==> src/rtl/updown_cnt_pkg.sv <==
// Shared constants and helpers for the modulo-N up/down counter family.
// Optional feature macro used by the counter: GRAY_OUT_EN.
package updown_cnt_pkg;

    localparam logic DIR_UP = 1'b1;
    localparam logic DIR_DN = 1'b0;

    localparam int MODE_WRAP = 0;
    localparam int MODE_SAT  = 1;

    // Out-of-range load values land on the top state, never outside 0..modulus-1.
    function automatic int unsigned clamp_load(input int unsigned val,
                                               input int unsigned modulus);
        return (val > modulus - 1) ? modulus - 1 : val;
    endfunction

endpackage

==> src/rtl/cnt_onehot_dec.sv <==
// One-hot decode of the counter state: bit i is set while count == i.
module cnt_onehot_dec #(
    parameter int WIDTH   = 4,
    parameter int MODULUS = 10
) (
    input  logic [WIDTH-1:0]   count,
    output logic [MODULUS-1:0] dec
);

    for (genvar i = 0; i < MODULUS; i++) begin : g_dec
        assign dec[i] = (count == WIDTH'(i));
    end

endmodule

==> src/rtl/updown_mod_counter.sv <==
// Parametrised modulo-N up/down step counter with load, terminal count, wrap pulse
// and saturate mode. Define GRAY_OUT_EN to add the Gray-coded count output.
module updown_mod_counter
    import updown_cnt_pkg::*;
#(
    parameter int WIDTH   = 4,
    parameter int MODULUS = 10,
    parameter int SAT     = 0
) (
    input  logic               clk,
    input  logic               res,
    input  logic               en,
    input  logic               dir,
    input  logic               load,
    input  logic [WIDTH-1:0]   load_val,
    output logic [WIDTH-1:0]   count,
    output logic [MODULUS-1:0] dec,
    output logic               tc,
    output logic               wrap
`ifdef GRAY_OUT_EN
    ,
    output logic [WIDTH-1:0]   gray
`endif
);

    if (MODULUS < 2 || MODULUS > 2**WIDTH) begin : g_bad_modulus
        $error("updown_mod_counter: MODULUS must satisfy 2 <= MODULUS <= 2**WIDTH");
    end

    localparam logic [WIDTH-1:0] MAX = WIDTH'(MODULUS - 1);

    logic [WIDTH-1:0] r_count;
    logic             r_wrap;
    logic [WIDTH-1:0] w_cnt_nxt;
    logic             w_wrap_nxt;
    logic [WIDTH-1:0] w_load_clamped;

    assign w_load_clamped = WIDTH'(clamp_load(32'(load_val), 32'(MODULUS)));

    // Next state: load beats step; wrap only flags an actual limit crossing.
    always_comb begin
        w_cnt_nxt  = r_count;
        w_wrap_nxt = 1'b0;
        if (load) begin
            w_cnt_nxt = w_load_clamped;
        end else if (en) begin
            if (dir == DIR_UP) begin
                if (r_count < MAX) begin
                    w_cnt_nxt = r_count + 1'b1;
                end else if (SAT != MODE_SAT) begin
                    w_cnt_nxt  = '0;
                    w_wrap_nxt = 1'b1;
                end
            end else begin
                if (r_count != '0) begin
                    w_cnt_nxt = r_count - 1'b1;
                end else if (SAT != MODE_SAT) begin
                    w_cnt_nxt  = MAX;
                    w_wrap_nxt = 1'b1;
                end
            end
        end
    end

    always_ff @(posedge clk) begin
        if (res) begin
            r_count <= '0;
            r_wrap  <= 1'b0;
        end else begin
            r_count <= w_cnt_nxt;
            r_wrap  <= w_wrap_nxt;
        end
    end

    assign count = r_count;
    assign wrap  = r_wrap;
    assign tc    = en & ((dir & (r_count == MAX)) | (~dir & (r_count == '0)));

    cnt_onehot_dec #(
        .WIDTH   (WIDTH),
        .MODULUS (MODULUS)
    ) u_dec (
        .count (r_count),
        .dec   (dec)
    );

`ifdef GRAY_OUT_EN
    assign gray = r_count ^ (r_count >> 1);
`endif

endmodule

==> config.mk <==
export PLATFORM = sky130hd
export DESIGN_NAME = updown_mod_counter
export DESIGN_NICKNAME = d
export VERILOG_FILES = /design/src/rtl/updown_cnt_pkg.sv /design/src/rtl/cnt_onehot_dec.sv /design/src/rtl/updown_mod_counter.sv
export SDC_FILE = /design/constraint.sdc
export NUM_CORES = 1
export LEC_CHECK = 0
export CAP_MARGIN = 20
export CELL_PAD_IN_SITES_DETAIL_PLACEMENT = 0
export CELL_PAD_IN_SITES_GLOBAL_PLACEMENT = 1
export CORE_UTILIZATION = 34
export CTS_CLUSTER_DIAMETER = 60
export DETAILED_ROUTE_END_ITERATION = 8
export GPL_TIMING_DRIVEN = 0
export PLACE_DENSITY = 0.91
export SYNTH_ARGS = -nofsm -noshare
export SYNTH_HDL_FRONTEND = slang
export SYNTH_HIERARCHICAL = 1
export SYNTH_SLANG_ARGS = --single-unit
export TNS_END_PERCENT = 20
==> constraint.sdc <==
create_clock -name clk -period 4.2 [get_ports clk]
set_input_delay 0.84 -clock clk [delete_from_list [all_inputs] [get_ports clk]]
set_output_delay 0.84 -clock clk [all_outputs]
set_load 0.005 [all_outputs]
==> summary.md, run 1 <==
| Metric | Value |
|---|---|
| Number of gates resized after CTS | `0` |
| Critical path class | `in2out` |
| Antenna diode count | `0` |
| Fin crit period | `~3.2 ns` |
| DR WL/cell | `11.9 um` |
| Clock transition at path regs | `around 0.040 ns` |
| Area after DPL | `slightly below 0.001 mm2` |
| Largest buffer count on any clock path | `2` |
| TritonCTS Buffers | `3` |
| Synth warnings | `6` |
| CP Launch Type | `primary input` |
| Worst hold path depth | `2` |
| GPL Wtd Cong | `0.801` |
| Clk_lat worst skew | `roughly 0.24 ns` |
| Number of synthesized register bits | `5` |
| Busiest layer in global routing | `met2` |
| Worst R2R Path Depth | `6` |
| Fmax | `0.310 GHz` |
| Quantity of hold-fixing buffers added after cts | `0` |
| Met3 usage | `0.0269` |
| Synth unique cells | `34` |
| Worst Path Required | `3.36 ns` |
| Row Count | `15` |
| Tot GR Track Use | `0.150` |
| Core Box Area | `0.00182 mm2` |
| Sequential Power Share | `0.271` |
| Worst hold path startpoint | `count[3]$_SDFFE_PP0P_` |
| Switching power | `67.0 uW` |
| Mapped Avg Cell Area | `9.32 um2` |
| Worst Hold Endpoint | `wrap$_SDFF_PP0_` |
| Final Total Pwr | `~210 uW` |
| Pin count of the biggest net entering global routing | `11` |
| CTS tree | `built` |
| Pwr Density | `213 mW/mm2` |
| Top cells by area, synth | `dfxtp_1 15%, nor4b_2 8.7%, buf_6 8.2%, ha_1 7.3%, nor4bb_4 7.3%` |
| Starting Density | `0.379` |
| Die H | `47.0 um` |
| Total congestion overflow | `0` |
| Met1 Track Usage GR | `0.179` |
| Vias/cell | `5.13` |
| Nets@finish | `116` |
| DP HPWL | `1200 um` |
| Sw Ratio | `0.319` |
| Final hold vios | `0` |
| Layout area overhead | `43.2%` |
| Reg2Reg Setup Slack | `2.51 ns` |
| Die area | `between 0.002 and 0.0025 mm2` |
| Worst Hold Slack | `0.663 ns` |
| Crit path max fanout | `10` |
| Status | `completed` |
| Via count | `652` |
| Fin area | `987 um2` |
| # IOs | `25` |
| Clock sink total | `5` |
| Final setup viols | `0` |
| Clk pwr share | `0.267` |
| CP Capture Type | `primary output` |
| Core utilization of the finished layout | `0.542` |
| Layout cells sized above 1 | `0.225` |
| H-tree lvl count | `1` |
| Number of routed nets with antenna violations | `0` |
| Peak supply drop | `0.115 mV` |
| Initial drt markers | `7` |
| Fill cells | `181` |
| Pleak | `0.000346 uW` |
| Worst Skew | `between 0.0009 and 0.001 ns` |
| Int Pwr | `around 140 uW` |
| Die Wd | `47.0 um` |
| DRC | `0` |
| Max-cap violation count | `0` |
| # port buffers | `24` |
| Hold Path Class | `reg2reg` |
| Vias in the first global route | `568` |
| Setup repair bufs after CTS | `0` |
| CTS root buf | `clkbuf_4` |
| RSZ-0062 raised after global routing | `no` |
| Share of the synthesized area in the top cell type | `0.145` |
| Relative slew slack | `0.740` |
| Post-route clock period utilization | `0.767` |
| R2r startpoint | `count[0]$_SDFFE_PP0P_` |
| Setup TNS | `0 ns` |
| Leading area contributor after synthesis | `dfxtp_1` |
| Mapped Nets | `87` |
| Crit path arrival time | `2.38 ns` |
| Sequential area share after synthesis | `0.145` |
| DR pass1 iterations | `4` |
| Routed Wire Length | `1520 um` |
| Worst-margin pin slew | `between 0.3 and 0.4 ns` |
| Reg2reg end | `count[2]$_SDFFE_PP0P_` |
| Global-route wire length before repair | `2400 um` |
| GRT met2 Usage | `0.278` |
| Initial antenna violation count | `0` |
| Cells after Synth | `74` |
| Post-Syn Area | `689 um2` |
| Final Max Tran Viols | `0` |
| Comb power frac | `0.462` |
-- layout by cell type (no fill, tap or decap), drive strengths merged, types with 2 or more instances in the layout --
| cell type | instances |
|---|---|
| ha | 4 |
| a31oi | 2 |
| nor2 | 3 |
| nand2b | 3 |
| nand2 | 3 |
| o21ai | 3 |
| a21oi | 6 |
| clkbuf | 4 |
| dfxtp | 5 |
| o22ai | 3 |
| clkdlybuf4s50 | 24 |
| inv | 3 |
| nor4bb | 2 |
| and4bb | 2 |
| nand3 | 2 |
| nor3b | 5 |
| a311oi | 2 |
| buf | 8 |
| nor4b | 5 |
-- metal layers --
layer / wire, um / vias up
li1: - / 339
met1: 665 / 287
met2: 759 / 26
met3: 92 / 0
met4: 0 / 0
met5: 0 / -
-- kinds of logic after synthesis --
family                   count (synthesis)  synth area share
AND/OR/NAND/NOR                         33             0.443
AO/OA/AOI/OAI                           20             0.194
buffers and inverters                   11             0.131
flip-flops                               5             0.145
adder cells (fa/ha/maj)                  4            0.0726
multiplexers                             1            0.0145
-- cells in the mapped netlist, drive strengths merged --
cell type and instances:
buf 8, a21oi 6, dfxtp 5, nor3b 5, nor4b 5, ha 4
inv 3, nand2 3, nand2b 3, nor2 3, o21ai 3, o22ai 3
a311oi 2, a31oi 2, and4bb 2, nand3 2, nor4bb 2, a22oi 1
and4b 1, mux2i 1, nand3b 1, nand4b 1, nor2b 1, nor3 1
nor4 1, o211ai 1, o21ba 1, o21bai 1, or3b 1, or4b 1
-- worst max-delay path by stage --
stage	startpoint	to	slack, ns	cells past startpoint
final	dir	tc	0.98	6
after global routing	dir	tc	0.88	6
after CTS	dir	tc	0.96	6
after detailed placement	dir	tc	0.99	6
after global placement	dir	tc	0.99	6
after floorplan	dir	tc	1.98	4
-- metrics by stage --
step / cells / setup slack, ns
floorplan: 74 / 1.98
global placement: 123 / 0.986
detailed placement: 123 / 0.988
CTS: 127 / 0.964
global route: 127 / 0.876
finish: 127 / 0.978
-- worst max-delay path, stage by stage --
cell and delay, ns:
clkdlybuf4s50_1 0.44, buf_6 0.16, nor3b_1 0.17, a31oi_1 0.06, nor3b_1 0.18, clkdlybuf4s50_1 0.53
-- power by group through the flow --
stage | clock network (uW) | registers (uW) | logic [uW]
after CTS | 58.1 | 57.0 | 97.7
after detailed placement | 0 | 58.0 | 97.3
after global placement | 0 | 57.9 | 96.0
after global routing | 61.1 | 57.8 | 106
after floorplan | 0 | 56.7 | 61.2
final | 56.1 | 56.9 | 97.0
-- sequential cells by signal, summed over array words and instances (netlist names) --
register  flops
count         4
wrap          1
-- area by class of cell --
| class | instances | area, um2 | share of cell area |
|---|---|---|---|
| well taps | 25 | 31.3 | 0.0317 |
| plain buffers | 8 | 78.8 | 0.0798 |
| repair buffers | 24 | 240 | 0.243 |
| inverters | 3 | 11.3 | 0.0114 |
| multi-input cells | 58 | 499 | 0.506 |
| clock buffers | 4 | 26.3 | 0.0266 |
| flip-flops and latches | 5 | 100 | 0.101 |
(Power assumes the default switching activity.)
==> inputs of run 2 (changes only) <==
--- a/config.mk
+++ b/config.mk
@@ -8,11 +8,11 @@
 export CAP_MARGIN = 20
 export CELL_PAD_IN_SITES_DETAIL_PLACEMENT = 0
 export CELL_PAD_IN_SITES_GLOBAL_PLACEMENT = 1
-export CORE_UTILIZATION = 34
+export CORE_UTILIZATION = 29
 export CTS_CLUSTER_DIAMETER = 60
 export DETAILED_ROUTE_END_ITERATION = 8
 export GPL_TIMING_DRIVEN = 0
-export PLACE_DENSITY = 0.91
+export PLACE_DENSITY = 0.84
 export SYNTH_ARGS = -nofsm -noshare
 export SYNTH_HDL_FRONTEND = slang
 export SYNTH_HIERARCHICAL = 1
==> constraint.sdc (replaced) <==
create_clock -name clk -period 2.8 [get_ports clk]
set_input_delay 0.56 -clock clk [delete_from_list [all_inputs] [get_ports clk]]
set_output_delay 0.56 -clock clk [all_outputs]
set_load 0.005 [all_outputs]
==> run 2 against run 1 <==
Effect of this change:
- critical path depth is the same
- final area grew 0.38%
- wire length grew 0.46%
- via count grew 3.1%
- die area grew 16%
- sequential cell count is the same
- largest power group unchanged
==> summary.md, run 2 (same netlist as run 1, synthesis figures left out) <==
| Metric | Value |
|---|---|
| Most common cell after layout, fill and taps aside | `clkdlybuf4s50_1` |
| Clock sink total | `5` |
| Routed Wire Length | `1520 um` |
| Via count | `672` |
| Pwr Density | `316 mW/mm2` |
| Crit path max fanout | `10` |
| Post-route clock period utilization | `0.945` |
| H-tree lvl count | `1` |
| Final Total Pwr | `approximately 310 uW` |
| Quantity of hold-fixing buffers added after cts | `0` |
| # IOs | `25` |
| Pin count of the biggest net entering global routing | `11` |
| Setup repair bufs after CTS | `0` |
| Max incr delay on CP | `0.53 ns` |
| Largest buffer count on any clock path | `2` |
| Starting Density | `0.309` |
| Status | `completed` |
| Die H | `50.8 um` |
| Worst Skew | `roughly 0.00058 ns` |
| Vias/cell | `5.17` |
| Global-route wire length before repair | `2430 um` |
| CP Cell Sequence | `clkdlybuf4s50_1 > buf_6 > nor3b_1 > a31oi_1 > nor3b_1 > clkdlybuf4s50_1` |
| Antenna diode count | `0` |
| Setup TNS | `0 ns` |
| Vias in the first global route | `574` |
| Worst slack, placed | `approximately 0.14 ns` |
| GPL Wtd Cong | `0.815` |
| RSZ-0062 raised after global routing | `no` |
| Relative slew slack | `0.736` |
| Total congestion overflow | `0` |
| Slowest CP cell | `clkdlybuf4s50_1` |
| Fin crit period | `2.65 ns` |
| Number of gates resized after CTS | `0` |
| DP HPWL | `1180 um` |
| DR WL/cell | `11.7 um` |
| Worst-margin pin slew | `0.395 ns` |
| Initial drt markers | `14` |
| Fill cells | `228` |
| Layout area overhead | `43.7%` |
| TritonCTS Buffers | `3` |
| CP Launch Type | `primary input` |
| Clock transition at path regs | `0.04 ns` |
| Fin area | `a little under 0.001 mm2` |
| Final worst slack | `between 0.15 and 0.2 ns` |
| Core Box Area | `about 0.0022 mm2` |
| Worst hold path depth | `2` |
| Initial antenna violation count | `0` |
| Tot GR Track Use | `0.118` |
| Final setup viols | `0` |
| Commonest non-fill, non-tap cells in the layout | `24 x clkdlybuf4s50_1, 5 x buf_6, 5 x nor3b_1, 5 x a21oi_1, 5 x dfxtp_1` |
| CTS root buf | `clkbuf_4` |
| CP Capture Type | `primary output` |
| Max-cap violation count | `0` |
| Clk_lat worst skew | `0.23 ns` |
| CTS tree | `built` |
| Area after DPL | `roughly 960 um2` |
| Die area | `0.00258 mm2` |
| Placed Cells | `about 130` |
| Final Max Tran Viols | `0` |
| DR pass1 iterations | `4` |
| Hold Path Class | `reg2reg` |
| # port buffers | `24` |
| Die Wd | `50.8 um` |
| Critical path class | `in2out` |
| Worst Path Required | `~2.2 ns` |
| Number of routed nets with antenna violations | `0` |
| Max FFs per register | `4` |
| DRC | `0` |
| Final std cells w/o fill | `130` |
| Layout cells sized above 1 | `0.225` |
| Pleak | `about 0.00035 uW` |
| Fmax | `about 0.38 GHz` |
| Crit path arrival time | `approximately 2.1 ns` |
| Row Count | `17` |
| Peak supply drop | `0.171 mV` |
| Final hold vios | `0` |
| Nets@finish | `116` |
| Worst R2R Path Depth | `6` |
## run 2: cell counts in the layout (fill, tap and decap cells not counted)
No cell type changed its count.
## run 2: power breakdown
part	switching (uW)	leakage (uW)	internal, uW
Clock	27.2	0.0000150	53.7
Sequential	9.36	0.0000412	76.5
Combinational	62.3	0.000290	84.1
## run 2: final timing paths
path / startpoint / end / slack [ns]
min: count[3]$_SDFFE_PP0P_ / wrap$_SDFF_PP0_ / 0.68
max: dir / tc / 0.15
max reg2reg: count[0]$_SDFFE_PP0P_ / count[2]$_SDFFE_PP0P_ / 1.09
min reg2reg: count[3]$_SDFFE_PP0P_ / wrap$_SDFF_PP0_ / 0.68
## run 2: worst max-delay path, delay by kind of cell
kind            cells  cell delay, ns
compound gates      1            0.06
buf+inv             3            1.13
simple gates        2            0.34
## run 2: through the flow
stage / hold slack [ns] / utilization
2_1_floorplan: 0.621 / -
3_3_place_gp: 0.652 / 0.432
3_5_place_dp: 0.658 / 0.432
4_1_cts: 0.660 / 0.444
5_1_grt: 0.719 / 0.444
6_report: 0.677 / 0.444
## run 2: area by class of cell
type | count | area [um2] | share of cell area
multi-input cells | 58 | 499 | 0.504
repair buffers | 24 | 240 | 0.242
flip-flops and latches | 5 | 100 | 0.101
plain buffers | 8 | 78.8 | 0.0795
well taps | 28 | 35.0 | 0.0354
clock buffers | 4 | 26.3 | 0.0265
inverters | 3 | 11.3 | 0.0114
## run 2: layer usage
| metal | routed length, um | global-route usage |
|---|---|---|
| met5 | 0 | 0 |
| met4 | 0 | 0.0139 |
| met3 | 68 | 0.0121 |
| met2 | 699 | 0.207 |
| met1 | 755 | 0.158 |
==> inputs of run 3 (changes only) <==
--- a/config.mk
+++ b/config.mk
@@ -6,13 +6,10 @@
 export NUM_CORES = 1
 export LEC_CHECK = 0
 export CAP_MARGIN = 20
-export CELL_PAD_IN_SITES_DETAIL_PLACEMENT = 0
-export CELL_PAD_IN_SITES_GLOBAL_PLACEMENT = 1
-export CORE_UTILIZATION = 29
+export CORE_UTILIZATION = 39
 export CTS_CLUSTER_DIAMETER = 60
 export DETAILED_ROUTE_END_ITERATION = 8
-export GPL_TIMING_DRIVEN = 0
-export PLACE_DENSITY = 0.84
+export PLACE_DENSITY = 0.83
 export SYNTH_ARGS = -nofsm -noshare
 export SYNTH_HDL_FRONTEND = slang
 export SYNTH_HIERARCHICAL = 1
==> run 3 against run 2 <==
Effect of this change:
- largest power group unchanged
- wire length increased by 4.7%
- first-iteration DRC count down 14%
- hold slack gained 0.11 ns
==> summary.md, run 3 (same netlist as run 1, synthesis figures left out) <==
| Metric | Value |
|---|---|
| Crit path arrival time | `2.06 ns` |
| Worst hold path startpoint | `count[0]$_SDFFE_PP0P_` |
| Initial antenna violation count | `0` |
| Clock sink total | `5` |
| Setup TNS | `0 ns` |
| Pleak | `0.000326 uW` |
| DR pass1 iterations | `6` |
| Vias in the first global route | `611` |
| Clk pwr share | `0.271` |
| Max FFs per register | `4` |
| Critical path class | `in2out` |
| Worst setup path startpoint | `dir` |
| Die area | `roughly 0.0019 mm2` |
| Worst Hold Endpoint | `count[0]$_SDFFE_PP0P_` |
| Die H | `44.0 um` |
| Reg area | `about 100 um2` |
| R2r startpoint | `count[3]$_SDFFE_PP0P_` |
| Max incr delay on CP | `0.52 ns` |
| Tot GR Track Use | `0.181` |
| Quantity of hold-fixing buffers added after cts | `0` |
| Antenna diode count | `0` |
| Fmax | `approximately 0.38 GHz` |
| DP HPWL | `1150 um` |
| Number of gates resized after CTS | `0` |
| Worst R2R Path Depth | `5` |
| Worst-margin pin slew | `0.600 ns` |
| GPL Wtd Cong | `0.842` |
| CTS root buf | `clkbuf_4` |
| Nets@finish | `113` |
| Final setup viols | `0` |
| Largest buffer count on any clock path | `2` |
| Relative slew slack | `0.599` |
| Crit path max fanout | `5` |
| RSZ-0062 raised after global routing | `no` |
| Fill cells | `160` |
| Die Wd | `44.0 um` |
| Max-cap violation count | `0` |
| Final Max Tran Viols | `0` |
| Number of routed nets with antenna violations | `0` |
| # port buffers | `24` |
| Multi-input gate area | `499 um2` |
| Slowest CP cell | `clkdlybuf4s50_1` |
| Worst hold path depth | `4` |
| Total congestion overflow | `0` |
| Starting Density | `0.437` |
| Comb power frac | `0.449` |
| Pwr Density | `331 mW/mm2` |
| Routed Wire Length | `~1600 um` |
| Clock transition at path regs | `~0.04 ns` |
| Initial drt markers | `12` |
| Delay-heaviest family, CP | `buffers and inverters` |
| Global-route wire length before repair | `2680 um` |
| CP Launch Type | `primary input` |
| Switching power | `102 uW` |
| Hold Path Class | `reg2reg` |
| Via count | `671` |
| Placed Cells | `111` |
| Pin count of the biggest net entering global routing | `18` |
| Row Count | `14` |
| Int Pwr | `208 uW` |
| DRC | `0` |
| Sequential Power Share | `0.279` |
| CP Capture Type | `primary output` |
| # IOs | `25` |
| Reg2Reg Setup Slack | `about 1.1 ns` |
| Reg2reg end | `count[3]$_SDFFE_PP0P_` |
| Peak supply drop | `about 0.23 mV` |
| Vias/cell | `5.83` |
| Core Box Area | `0.00158 mm2` |
| Buffers & Inverters on Critical Path | `2` |
| Post-route clock period utilization | `0.934` |
| Fin crit period | `about 2.6 ns` |
| Clk_lat worst skew | `0.24 ns` |
| Worst Path Required | `2.24 ns` |
| Most common cell after layout, fill and taps aside | `clkdlybuf4s50_1` |
| Sw Ratio | `0.328` |
| Status | `completed` |
| Setup repair bufs after CTS | `0` |
| DR WL/cell | `13.9 um` |
| Layout area overhead | `35.6%` |
| H-tree lvl count | `1` |
| Worst Skew | `roughly 0.0012 ns` |
| Layout cells sized above 1 | `0.202` |
| TritonCTS Buffers | `3` |
| Commonest non-fill, non-tap cells in the layout | `24 x clkdlybuf4s50_1, 5 x nor3b_1, 5 x a21oi_1, 5 x dfxtp_1, 5 x buf_4` |
| Final hold vios | `0` |
| CTS tree | `built` |
| CP Cell Sequence | `clkdlybuf4s50_1 > nor3b_1 > a31oi_1 > nor3b_1 > clkdlybuf4s50_1` |
| Final std cells w/o fill | `115` |
==> run 3: cell types whose count changed in the layout (fill, tap and decap cells not counted), sizes merged <==
cell	before	now
buf	8	5
==> run 3: worst register-to-register path, cell delays in order (launching register included) <==
cell and delay, ns:
dfxtp_1 0.70, buf_4 0.28, nor4b_1 0.24, nor2_1 0.07, a22oi_1 0.18, o22ai_1 0.11
==> run 3: stage by stage <==
stage,cell area (um2),total power [uW],setup WS (ns),util,hold slack [ns]
final,935,310,0.185,0.593,0.789
after detailed placement,908,226,0.209,0.576,0.773
after CTS,935,312,0.185,0.593,0.782
after global placement,908,221,0.210,0.576,0.715
after floorplan,689,177,1.07,-,0.621
after global routing,935,328,0.0961,0.593,0.850
==> run 3: power groups by stage <==
stage | Clock (uW) | Combinational [uW] | Sequential, uW
6_report | 83.9 | 139 | 86.5
5_1_grt | 88.7 | 151 | 88.2
4_1_cts | 86.6 | 139 | 86.7
3_5_place_dp | 0 | 138 | 87.9
3_3_place_gp | 0 | 134 | 87.4
2_1_floorplan | 0 | 91.8 | 85.1
==> run 3: worst max-delay path by stage <==
| stage | end | slack [ns] | depth (start not counted) |
|---|---|---|---|
| floorplan | tc | 1.07 | 5 |
| global placement | tc | 0.21 | 5 |
| detailed placement | tc | 0.21 | 5 |
| CTS | tc | 0.18 | 5 |
| global route | tc | 0.1 | 5 |
| finish | tc | 0.18 | 5 |
==> run 3: layout make-up <==
type | count | share of cell area
clock buffers | 4 | 0.0281
well taps | 16 | 0.0214
multi-input cells | 58 | 0.534
flip-flops and latches | 5 | 0.107
inverters | 3 | 0.0120
repair buffers | 29 | 0.297
==> run 3: metal layers <==
metal	wire length, um	global-route usage
met4	0	0.0303
met2	777	0.318
met5	0	0
met3	77	0.0286
met1	739	0.236
